[src/rtl/timer0_csr.sv]
// Timer0 CSR block: LiteX-style down-counting timer behind a Wishbone secondary port.
// One-cycle ack handshake, latched counter readback and a level zero-event interrupt.
module timer0_csr #(
  parameter int unsigned COUNTER_WIDTH = 32
) (
  input  logic        clk,
  input  logic        rst,
  input  logic        cyc,
  input  logic        stb,
  input  logic        we,
  input  logic [2:0]  addr,
  input  logic [31:0] dat_o_p,
  output logic [31:0] dat_o_s,
  output logic        ack,
  output logic        interrupt
);

  localparam int unsigned CW = COUNTER_WIDTH;
  localparam int unsigned DW = 32;

  localparam logic [2:0] IDX_LOAD    = 3'd0;
  localparam logic [2:0] IDX_RELOAD  = 3'd1;
  localparam logic [2:0] IDX_EN      = 3'd2;
  localparam logic [2:0] IDX_UPDATE  = 3'd3;
  localparam logic [2:0] IDX_VALUE   = 3'd4;
  localparam logic [2:0] IDX_STATUS  = 3'd5;
  localparam logic [2:0] IDX_PENDING = 3'd6;
  localparam logic [2:0] IDX_ENABLE  = 3'd7;

  typedef enum logic {
    IDLE = 1'b0,
    ACK  = 1'b1
  } state_t;

  state_t state;
  state_t state_nxt;

  logic [CW-1:0] load;
  logic [CW-1:0] reload;
  logic [CW-1:0] value;
  logic [CW-1:0] cnt;
  logic          en;
  logic          ev_pending;
  logic          ev_enable;
  logic          zero;
  logic          zero_d;
  logic          wr;

  // Ack FSM state register
  always_ff @(posedge clk or posedge rst) begin
    if (rst) begin
      state <= IDLE;
    end else begin
      state <= state_nxt;
    end
  end

  // Ack FSM: accept in IDLE, ack for one cycle, always return to IDLE
  always_comb begin
    state_nxt = state;
    ack       = 1'b0;
    case (state)
      IDLE: begin
        if (cyc && stb) begin
          state_nxt = ACK;
        end
      end
      ACK: begin
        ack       = 1'b1;
        state_nxt = IDLE;
      end
      default: begin
        state_nxt = IDLE;
      end
    endcase
  end

  assign wr   = cyc & stb & we & (state == IDLE);
  assign zero = (cnt == '0);

  // Software-writable registers
  always_ff @(posedge clk or posedge rst) begin
    if (rst) begin
      load      <= '0;
      reload    <= '0;
      en        <= 1'b0;
      ev_enable <= 1'b0;
    end else if (wr) begin
      case (addr)
        IDX_LOAD:   load      <= CW'(dat_o_p);
        IDX_RELOAD: reload    <= CW'(dat_o_p);
        IDX_EN:     en        <= dat_o_p[0];
        IDX_ENABLE: ev_enable <= dat_o_p[0];
        default: ;
      endcase
    end
  end

  // Down counter; zero is absorbed by the reload branch so it never wraps
  always_ff @(posedge clk or posedge rst) begin
    if (rst) begin
      cnt <= '0;
    end else if (!en) begin
      cnt <= load;
    end else if (zero) begin
      cnt <= reload;
    end else begin
      cnt <= cnt - CW'(1);
    end
  end

  // Snapshot of the counter taken on an update_value strobe
  always_ff @(posedge clk or posedge rst) begin
    if (rst) begin
      value <= '0;
    end else if (wr && (addr == IDX_UPDATE)) begin
      value <= cnt;
    end
  end

  // Rising-edge zero detector; zero_d starts high so reset itself is not an event
  always_ff @(posedge clk or posedge rst) begin
    if (rst) begin
      zero_d     <= 1'b1;
      ev_pending <= 1'b0;
    end else begin
      zero_d <= zero;
      if (zero && !zero_d) begin
        ev_pending <= 1'b1;
      end else if (wr && (addr == IDX_PENDING) && dat_o_p[0]) begin
        ev_pending <= 1'b0;
      end
    end
  end

  // Read mux, zero-extended to the bus width
  always_comb begin
    dat_o_s = '0;
    case (addr)
      IDX_LOAD:    dat_o_s = DW'(load);
      IDX_RELOAD:  dat_o_s = DW'(reload);
      IDX_EN:      dat_o_s = DW'(en);
      IDX_UPDATE:  dat_o_s = '0;
      IDX_VALUE:   dat_o_s = DW'(value);
      IDX_STATUS:  dat_o_s = DW'(zero);
      IDX_PENDING: dat_o_s = DW'(ev_pending);
      IDX_ENABLE:  dat_o_s = DW'(ev_enable);
      default:     dat_o_s = '0;
    endcase
  end

  assign interrupt = ev_pending & ev_enable;

endmodule

[config.mk]
export PLATFORM = sky130hd
export DESIGN_NAME = timer0_csr
export DESIGN_NICKNAME = d
export VERILOG_FILES = /design/src/rtl/timer0_csr.sv
export SDC_FILE = /design/constraint.sdc
export NUM_CORES = 1
export LEC_CHECK = 0
export BUFFER_PORTS_ARGS = -buffer_cell sky130_fd_sc_hd__buf_2
export CAP_MARGIN = 20
export CORE_ASPECT_RATIO = 0.7
export CORE_UTILIZATION = 50
export DETAILED_ROUTE_END_ITERATION = 10
export GPL_ROUTABILITY_DRIVEN = 0
export GPL_TIMING_DRIVEN = 0
export HOLD_SLACK_MARGIN = 0.03
export PLACE_DENSITY_LB_ADDON = 0.3
export SETUP_SLACK_MARGIN = 0.2
export SLEW_MARGIN = 20
export SYNTH_ARGS = -nofsm -noshare
export SYNTH_HDL_FRONTEND = slang
export SYNTH_SLANG_ARGS = --single-unit
[constraint.sdc]
create_clock -name clk -period 6.3 [get_ports clk]
set_input_delay 1.26 -clock clk [delete_from_list [all_inputs] [get_ports clk]]
set_output_delay 1.26 -clock clk [all_outputs]
set_load 0.1 [all_outputs]
== Word-level counts from Yosys, hierarchy flattened ==
Index checks and enable logic that the tools add are counted.
Word-level totals
  input port bits: 40
  flip-flop bits (word level): 133
  word-level logic and storage cells: 43
  output and inout port bits: 34
Operators by class
  add/sub/neg operators: 1
  mux-type cells: 8
  bitwise gates (word level): 5
  reductions and logical operators: 13
  equal/unequal tests: 7
Operators by type and width (number)
  $pmux W32 S8: 1
  $mux W32: 2
  $logic_not A32 Y1: 1
  $sub A32 B1 Y32 const B: 1
  $eq A3 B3 Y1 const B: 4
  $reduce_and A2 Y1: 4
  $eq A3 B2 Y1 const B: 2
  $logic_and A1 B1 Y1: 5
  $and A1 B1 Y1: 4
  $mux W1: 4
  $eq A3 B1 Y1 const B: 1
  $logic_not A3 Y1: 1
  $pmux W1 S2: 1
  $reduce_bool A2 Y1: 1
  $logic_not A1 Y1: 1
  $not A1 Y1: 1

== Depth between registers and ports, before layout ==
Gate-level depths: netlist (run 1).
  word-level depth: 7
  gate-level depth with buffers: 8
  mapped depth without buffers: 7

== Least setup slack after synthesis (run 1) ==
No wires, ideal clock.
  kind: input port to output port
  start point: input addr[0]
  end point: output dat_o_s[0]
  slack: 1.434 ns
  buffers on the path: 2
  arrival time: 3.606 ns
  cell stages on the path: 4
  path through: clkbuf_1 -> clkbuf_1 -> nor3_1 -> o2bb2ai_1
Between the ends
  longest elaborated chain between the ends: 2
RTL lines
  from (decl): RTL line 11  | input logic [2:0] addr,
  $eq A3 B3 Y1 (tied with other cells): RTL line 139  | case (addr)
  $pmux W32 S8 *: RTL line 139
  to (decl): RTL line 13  | output logic [31:0] dat_o_s,
Every way passes the cells marked *; elsewhere a longest branch is shown, timed or not.

== Worst setup path in the final report (run 1) ==
  start point: input addr[0]
  end point: output dat_o_s[26]
Same word-level chain as after synthesis.

==> results of run 1 <==
cells in the mapped netlist, types with 3 or more instances:
cell       count  area, um^2
a21oi_1       33         165
a2bb2oi_1      4        35.0
and3_1         4        25.0
buf_2          4        20.0
clkbuf_1      37         139
dfrtp_1      132        3300
inv_1          7        26.3
mux2_2        96        1080
mux2i_1       40         400
nand2_1       32         120
nand2b_1       3        18.8
nand3_1        8        40.0
nor2_1        77         289
nor3_1        19        95.1
nor4_1        19         119
o21ai_0       23         115
o21ai_1        3        15.0
o221ai_1       6        52.6
o2bb2ai_1     13         114
o41ai_1        3        26.3
or3_1          5        31.3
or4_1          4        30.0
xnor2_1        9        78.8
xor2_1        10        87.6
critical path, cell delays in order:
cell and delay [ns]:
buf_2 0.11, clkbuf_1 0.48, clkbuf_1 0.83, mux2i_1 0.19, nor2_1 0.12, a21oi_1 0.05
nor2_1 0.23, buf_2 0.48
state kept, by name, indices dropped and copies added (netlist names):
| signal | flops |
|---|---|
| cnt | 32 |
| en | 1 |
| ev_enable | 1 |
| ev_pending | 1 |
| load | 32 |
| reload | 32 |
| state | 1 |
| value | 32 |
| zero_d | 1 |
report_power, final:
part | internal [W] | switching (W) | total [W]
Combinational | 0.000305 | 0.000531 | 0.000836
Clock | 0.000629 | 0.000369 | 0.000998
Sequential | 0.00103 | 0.000172 | 0.00120
per-layer routing:
layer / wire (um) / global-route usage (%)
met1: 8570 / 38.5
met2: 8470 / 44.3
met3: 1550 / 8.41
met4: 521 / 12.8
met5: 0 / 0
logic make-up (layout without fill, tap and decap cells):
family                   after synthesis  after routing  share of synthesized area [%]
adder cells (fa/ha/maj)                2              2                          0.372
multiplexers                         136            136                           22.0
XOR/XNOR                              19             19                           2.48
AO/OA/AOI/OAI                        102            102                           9.75
AND/OR/NAND/NOR                      184            184                           12.9
buffers and inverters                 52            158                           2.98
flip-flops                           133            133                           49.5
area by class of cell:
type	instances	area (um^2)	share of cell area, %
inverter	9	41.3	0.521
tap	166	208	2.62
buffer	43	166	2.10
sequential	133	3330	42.0
clock inverter	10	130	1.64
multi-input combinational	443	3200	40.4
timing repair buffer	74	393	4.96
clock buffer	22	454	5.73
metrics by stage:
step / hold WS (ns) / worst slack [ns] / instances
after floorplan: 0.450 / 1.43 / 628
after global placement: 0.420 / 0.103 / 867
after detailed placement: 0.444 / 1.38 / 868
after CTS: 0.455 / 1.37 / 900
final: 0.453 / 1.28 / 900
after global routing: 0.477 / 1.14 / 900
path summary, 6_finish.rpt:
| kind | startpoint | end | slack (ns) | cells past startpoint |
|---|---|---|---|---|
| worst max-delay path | addr[0] | dat_o_s[26] | 1.28 | 8 |
| worst min register to register | state$_DFF_PP0_ | state$_DFF_PP0_ | 0.45 | 1 |
| min in group asynchronous | rst | reload[8]$_DFFE_PP0P_ | 0.84 | 2 |
| max in group asynchronous | rst | zero_d$_DFF_PP1_ | 4.68 | 3 |
| worst min-delay path | state$_DFF_PP0_ | state$_DFF_PP0_ | 0.45 | 1 |
| worst max register to register | cnt[14]$_DFF_PP0_ | cnt[11]$_DFF_PP0_ | 3.07 | 8 |
==> run_results.csv, run 1 <==
group,metric,value,unit
run_status,outcome,"finished, final reports clean",
synth,synthCells,628,
timing,fin_tns_setup,0,ns
finish,drive_gt1_share,28.7,%
critical_path,end_kind,"output pin",
finish,final_util,60.3,%
placed_design,dpl_cell_area,7340,um^2
power_and_ir_drop,p_leak,3.72,nW
critical_path,start_kind,"primary input",
critical_path,path_max_fanout,10,
clock_tree,clk_pin_slew,0.05,ns
finish,areaGrowthSynthToFinish,17.9,%
timing,finalMaxSlewViolations,0,
finish,final_nets,763,
timing,hold_violations,0,
job,maxCapViolCount,0,
routing,via_count,5412,
routing,wl_per_cell,21.2,um
timing,max_freq,199,MHz
synth,ys_ff_latch,133,
routing,first_iter_violations,448,
critical_path,cp.required,5.04,ns
synth,seq_area_frac_synth,49.5,%
clock_tree,cts_post_setup_buffers_inserted,0,
floorplan,rows,35,
floorplan,fp.dieH,99.0,um
grt,overflow,0,
clock_tree,ctsLongestPathBuffers,2,
clock_tree,cts_sinks,133,
synth,async_flop_share,100,%
routing,antenna_left,0,
power_and_ir_drop,power_density,383,nW/um^2
synth,synth_area,6720,um^2
grt,grt_usage,29.0,%
finish,layout_commonest_cell,"dfrtp_1",
timing,finalSetupViolCount,0,
critical_path,critPathKind,"in -> out",
synth,synth_top_flop_cell,"dfrtp_1",
timing,worst_slew_pin_slew,1.03,ns
power_and_ir_drop,peakVddDrop,0.199,mV
finish,final_cell_mix,"dfrtp_1, mux2_2, nor2_1, buf_2, clkbuf_1",
clock_tree,numCtsBuffers,17,
synth,synth_edf_count,0,
grt,antenna_found_initial,0,
timing,rsz0062_at_grt,"false",
finish,post-route-cell-area,7930,um^2
floorplan,die_w,141,um
critical_path,cp.arrival,3.76,ns
grt,grt_pass1_vias,5547,
clock_tree,clk_latency,0.42,ns
floorplan,fp.dieArea,13900,um^2
clock_tree,hold_buffers,0,
clock_tree,cts_tree,"done",
synth,synth_area_per_cell,10.7,um^2
floorplan,boundaryPins,74,
floorplan,start_util,51.2,%
timing,period_share,79.7,%
clock_tree,cts_resized,0,
placed_design,io_buffers,73,
clock_tree,h-tree-depth,4,
finish,fillers,1083,
routing,firstDrtPassIters,5,
routing,drc,0,
routing,drt_wl_total,19100,um
timing,finalClockSkew,0.00532,ns
hold_path,min_path_type,"reg -> reg",
timing,slew_headroom,31.6,%
timing,period_minus_slack,5.02,ns
grt,grt_max_degree,81,
synth,ys_warn_count,0,
finish,antenna_cells,0,
placed_design,hpwlAfterDp,12900,um
power_and_ir_drop,total_power,0.00303,W
synth,synthesis.nets,670,
grt,grt_pass1_wl,30000,um
floorplan,core_region_area,13100,um^2
synth,synth_cell_type_count,50,
routing,vias_per_cell,6.01,
clock_tree,ctsRootBufferMaster,"clkbuf_16",
Note: power is estimated with default switching activity, not from simulation.
==> run 2: changes to the inputs <==
==> constraint.sdc (replaced) <==
create_clock -name clk -period 4.9 [get_ports clk]
set_input_delay 0.98 -clock clk [delete_from_list [all_inputs] [get_ports clk]]
set_output_delay 0.98 -clock clk [all_outputs]
set_load 0.1 [all_outputs]
==> run 2 against run 1 <==
Effect of this change: cell area barely moved; first-iteration DRC count fell by 0.67%; highest routed layer unchanged; sequential cell count did not move; largest power group unchanged; critical endpoint unchanged; non-clock buffer count did not move; clock power rose by 28%.
==> run_results.csv, run 2 (synthesis results as in run 1) <==
group,metric,value,unit
finish,layout_commonest_cell,"dfrtp_1",
routing,drc,0,
grt,grt_pass1_wl,30000,um
timing,finalSetupViolCount,0,
power_and_ir_drop,p_leak,3.72,nW
power_and_ir_drop,power_density,492,nW/um^2
timing,max_freq,226,MHz
grt,grt_usage,29.0,%
critical_path,max_stage_delay,0.83,ns
timing,layout_setup_ws,0.475,ns
finish,areaGrowthSynthToFinish,18.0,%
clock_tree,clk_pin_slew,0.06,ns
floorplan,fp.dieH,99.0,um
finish,drive_gt1_share,28.9,%
grt,overflow,0,
critical_path,critPathKind,"in -> out",
critical_path,cp.required,3.92,ns
clock_tree,clk_latency,0.42,ns
power_and_ir_drop,peakVddDrop,0.255,mV
clock_tree,ctsRootBufferMaster,"clkbuf_16",
floorplan,rows,35,
routing,antenna_left,0,
critical_path,slowest_stage,"clkbuf_1",
clock_tree,cts_sinks,133,
finish,final_cell_mix,"dfrtp_1, mux2_2, nor2_1, buf_2, clkbuf_1",
timing,rsz0062_at_grt,"false",
critical_path,cp_top_family,"buffers and inverters",
grt,antenna_found_initial,0,
clock_tree,ctsLongestPathBuffers,2,
grt,grt_pass1_vias,5547,
clock_tree,cts_tree,"done",
floorplan,start_util,51.2,%
job,maxCapViolCount,0,
critical_path,start_kind,"primary input",
timing,finalClockSkew,0.00680,ns
critical_path,crit_chain,"buf_2 -> clkbuf_1 -> clkbuf_1 -> mux2i_1 -> nor2_1 -> a21oi_1 -> nor2_1 -> buf_2",
floorplan,boundaryPins,74,
routing,via_count,5422,
hold_path,min_path_type,"reg -> reg",
critical_path,end_kind,"output pin",
placed_design,place_inst,868,
routing,drt_wl_total,19100,um
clock_tree,h-tree-depth,4,
finish,final_util,60.4,%
timing,finalMaxSlewViolations,0,
floorplan,core_region_area,13100,um^2
critical_path,cp.arrival,3.44,ns
routing,vias_per_cell,6.02,
timing,hold_violations,0,
critical_path,path_buf_inv,4,
routing,wl_per_cell,21.2,um
timing,period_share,90.3,%
placed_design,hpwlAfterDp,12900,um
routing,first_iter_violations,445,
timing,slew_headroom,30.8,%
timing,fin_tns_setup,0,ns
floorplan,die_w,141,um
timing,worst_slew_pin_slew,1.04,ns
critical_path,path_max_fanout,10,
grt,grt_max_degree,81,
finish,antenna_cells,0,
floorplan,fp.dieArea,13900,um^2
routing,firstDrtPassIters,6,
placed_design,io_buffers,73,
run_status,outcome,"finished, final reports clean",
clock_tree,numCtsBuffers,17,
power_and_ir_drop,total_power,0.00390,W
finish,final_nets,763,
finish,final_cells,900,
timing,period_minus_slack,4.42,ns
placed_design,pre_cts_slack,0.537,ns
## run 2: changes by cell type in the layout (fill, tap and decap cells not counted)
cell | previous run | this run
nor4_1 | 18 | 17
nor4_2 | 1 | 2
## run 2: where the power goes
group	switching, W	internal [W]	total (W)
clock	0.000476	0.000809	0.00128
sequential	0.000222	0.00132	0.00154
combinational	0.000681	0.000394	0.00108
total	0.00138	0.00252	0.00390
## run 2: stage by stage
stage / cell area (um^2) / hold WS, ns
2_1_floorplan: 6720 / 0.450
3_3_place_gp: 7300 / 0.420
3_5_place_dp: 7340 / 0.444
4_1_cts: 7930 / 0.455
5_1_grt: 7930 / 0.477
6_report: 7930 / 0.453
## run 2: timing repair
item	CTS	global route
hold endpoints to repair	0	0
hold buffers	0	0
setup endpoints to repair	0	1
gates resized for setup	0	1
setup buffers	0	0
## run 2: per-layer routing
| metal | share of wire [%] | vias up | track usage, % |
|---|---|---|---|
| li1 | - | 2452 | - |
| met1 | 43 | 2706 | 38.5 |
| met2 | 45 | 224 | 44.3 |
| met3 | 9.3 | 40 | 8.41 |
| met4 | 2.7 | 0 | 12.8 |
| met5 | 0 | - | 0 |
## run 2: final timing paths
kind | cells after the start | endpoint | slack [ns] | start
setup / recovery | 8 | dat_o_s[26] | 0.48 | addr[0]
hold / removal | 1 | state$_DFF_PP0_ | 0.45 | state$_DFF_PP0_
setup reg to reg | 7 | cnt[11]$_DFF_PP0_ | 1.91 | cnt[20]$_DFF_PP0_
hold reg to reg | 1 | state$_DFF_PP0_ | 0.45 | state$_DFF_PP0_
max in group asynchronous | 3 | zero_d$_DFF_PP1_ | 3.58 | rst
min in group asynchronous | 2 | load[8]$_DFFE_PP0P_ | 0.56 | rst
## run 2: cell type report
type                       instances  area (um^2)
inverter                           9         41.3
fill                            1081         5200
tap                              166          208
sequential                       133         3330
buffer                            43          166
clock buffer                      22          454
clock inverter                    10          130
multi-input combinational        443         3210
timing repair buffer              74          393
==> run 3: changes to the inputs <==
==> constraint.sdc (replaced) <==
create_clock -name clk -period 3.9 [get_ports clk]
set_input_delay 0.78 -clock clk [delete_from_list [all_inputs] [get_ports clk]]
set_output_delay 0.78 -clock clk [all_outputs]
set_load 0.1 [all_outputs]
==> run 3 against run 2 <==
Effect of this change: clock skew is 0.0026 ns higher; via count is 0.46% higher; total power is 25% higher; die area stayed put; clock power is 20% higher; core utilization is 1.3 points higher; non-clock buffer count is 3 higher; critical path depth stayed put; combinational power is 29% higher; hold slack worse by 0.041 ns; sequential share of layout area is 0.86 points lower.
==> run_results.csv, run 3 (synthesis results as in run 1) <==
group,metric,value,unit
power_and_ir_drop,power.internal,0.00311,W
finish,fillers,1086,
timing,period_minus_slack,3.69,ns
timing,worst_slew_pin_slew,0.951,ns
critical_path,crit_chain,"clkbuf_1 -> nor4_4 -> nand4_1 -> or3_1 -> buf_2 -> o21ai_1 -> o2bb2ai_2 -> buf_6",
finish,post-route-cell-area,8100,um^2
critical_path,cp.required,3.12,ns
routing,wl_per_cell,21.3,um
timing,max_freq,271,MHz
routing,firstDrtPassIters,5,
critical_path,start_kind,"flop",
timing,rsz0062_at_grt,"true",
routing,drt_wl_total,19200,um
clock_tree,numCtsBuffers,17,
timing,finalSetupViolCount,0,
grt,grt_max_degree,34,
timing,layout_setup_ws,0.214,ns
critical_path,slowest_stage,"or3_1",
clock_tree,clk_pin_slew,0.06,ns
critical_path,path_max_fanout,10,
finish,final_nets,766,
run_status,outcome,"finished, final reports clean",
finish,drive_gt1_share,34.6,%
routing,antenna_left,0,
power_and_ir_drop,combinationalPowerShare,28.5,%
grt,grt_usage,29.4,%
critical_path,cp.depth,8,
hold_path,min_path_type,"in -> async",
placed_design,io_buffers,73,
floorplan,start_util,51.2,%
timing,period_share,94.5,%
power_and_ir_drop,power_density,603,nW/um^2
floorplan,core_region_area,13100,um^2
clock_tree,hold_buffers,0,
clock_tree,h-tree-depth,4,
routing,first_iter_violations,505,
timing,slew_headroom,36.6,%
power_and_ir_drop,pwr-share-clk,31.4,%
power_and_ir_drop,p_leak,3.76,nW
clock_tree,ctsLongestPathBuffers,2,
floorplan,die_w,141,um
floorplan,boundaryPins,74,
critical_path,max_stage_delay,0.50,ns
finish,final_cell_mix,"dfrtp_1, mux2_2, buf_2",
critical_path,end_kind,"output pin",
clock_tree,cts_sinks,133,
finish,areaGrowthSynthToFinish,20.5,%
timing,holdWs,0.411,ns
placed_design,dpl_cell_area,7470,um^2
placed_design,hpwlAfterDp,13300,um
routing,vias_per_cell,6.05,
finish,antenna_cells,0,
finish,layout_commonest_cell,"dfrtp_1",
critical_path,cp_top_family,"simple AND/OR/NAND/NOR gates",
clock_tree,clk_latency,0.42,ns
placed_design,pre_cts_slack,0.000225,ns
job,maxCapViolCount,0,
timing,finalClockSkew,0.00936,ns
critical_path,path_buf_inv,3,
floorplan,rows,35,
critical_path,cp.arrival,2.91,ns
routing,via_count,5447,
critical_path,critPathKind,"reg -> out",
timing,finalMaxSlewViolations,0,
timing,hold_violations,0,
power_and_ir_drop,power_switching,0.00176,W
floorplan,fp.dieArea,13900,um^2
critical_path,reg2reg_depth,7,
clock_tree,cts_tree,"done",
floorplan,fp.dieH,99.0,um
power_and_ir_drop,sequentialPowerShare,40.0,%
grt,overflow,0,
routing,drc,0,
clock_tree,ctsRootBufferMaster,"clkbuf_16",
grt,grt_pass1_vias,5397,
power_and_ir_drop,p_sw_share,36.2,%
timing,fin_tns_setup,0,ns
grt,grt_pass1_wl,30400,um
grt,antenna_found_initial,0,
power_and_ir_drop,peakVddDrop,0.327,mV
==> run 3: cell types whose count changed in the layout (fill, tap and decap cells not counted), moves of 3 or more <==
cell and delta:
nor2_2 +28, clkbuf_1 -10, nor4_4 +3, clkbuf_8 +3
buf_12 +3, clkbuf_2 +6, nor2_1 -28
==> run 3: final timing paths <==
| check | startpoint | end | slack, ns |
|---|---|---|---|
| min in group clk | state$_DFF_PP0_ | state$_DFF_PP0_ | 0.44 |
| worst min-delay path | rst | reload[9]$_DFFE_PP0P_ | 0.41 |
| worst max-delay path | cnt[24]$_DFF_PP0_ | dat_o_s[0] | 0.21 |
| worst max register to register | cnt[8]$_DFF_PP0_ | cnt[15]$_DFF_PP0_ | 0.96 |
| max in group asynchronous | rst | zero_d$_DFF_PP1_ | 2.65 |
| worst min register to register | state$_DFF_PP0_ | state$_DFF_PP0_ | 0.44 |
==> run 3: final cells by class <==
type                       count  area (um^2)  area share, %
multi-input combinational    443         3330           41.1
inverter                       9         37.5          0.464
clock buffer                  22          484           5.98
buffer                        42          170           2.10
clock inverter                 8         76.3          0.943
sequential                   133         3330           41.1
timing repair buffer          78          467           5.76
tap                          166          208           2.56
==> run 3: through the flow <==
stage,total power [W],utilization (%),std cells
floorplan,0.00291,-,628
global placement,0.00322,56.1,867
detailed placement,0.00329,56.9,871
CTS,0.00483,61.4,901
global route,0.00509,61.6,901
finish,0.00488,61.6,901
==> run 3: routing by layer <==
| layer | track usage, % | share of wire (%) |
|---|---|---|
| met5 | 0 | 0 |
| met4 | 10.8 | 2.3 |
| met3 | 7.14 | 8.6 |
| met2 | 44.7 | 45 |
| met1 | 40.9 | 44 |
==> run 3: what timing repair did <==
action / in CTS / in global routing
resized for setup: 8 / 9
endpoints found under the setup margin: 29 / 18
pin swaps: 0 / 2
cloned: 0 / 0
buffers inserted: 0 / 1
endpoints found under the hold margin: 0 / 0
==> run 3: power groups by stage <==
stage | logic [W] | clock network, W | registers, W
after floorplan | 0.00105 | 0 | 0.00186
after global placement | 0.00129 | 0 | 0.00193
after detailed placement | 0.00134 | 0 | 0.00195
after CTS | 0.00136 | 0.00153 | 0.00193
after global routing | 0.00151 | 0.00160 | 0.00199
final | 0.00139 | 0.00153 | 0.00195
==> run 3: worst reg2reg max path: stages (launching register included) <==
cell       delay (ns)
dfrtp_1          0.45
or4_1            0.62
nor3_1           0.44
nand4b_1         0.17
clkbuf_1         0.36
clkbuf_1         0.39
o21ai_0          0.31
o2bb2ai_1        0.09
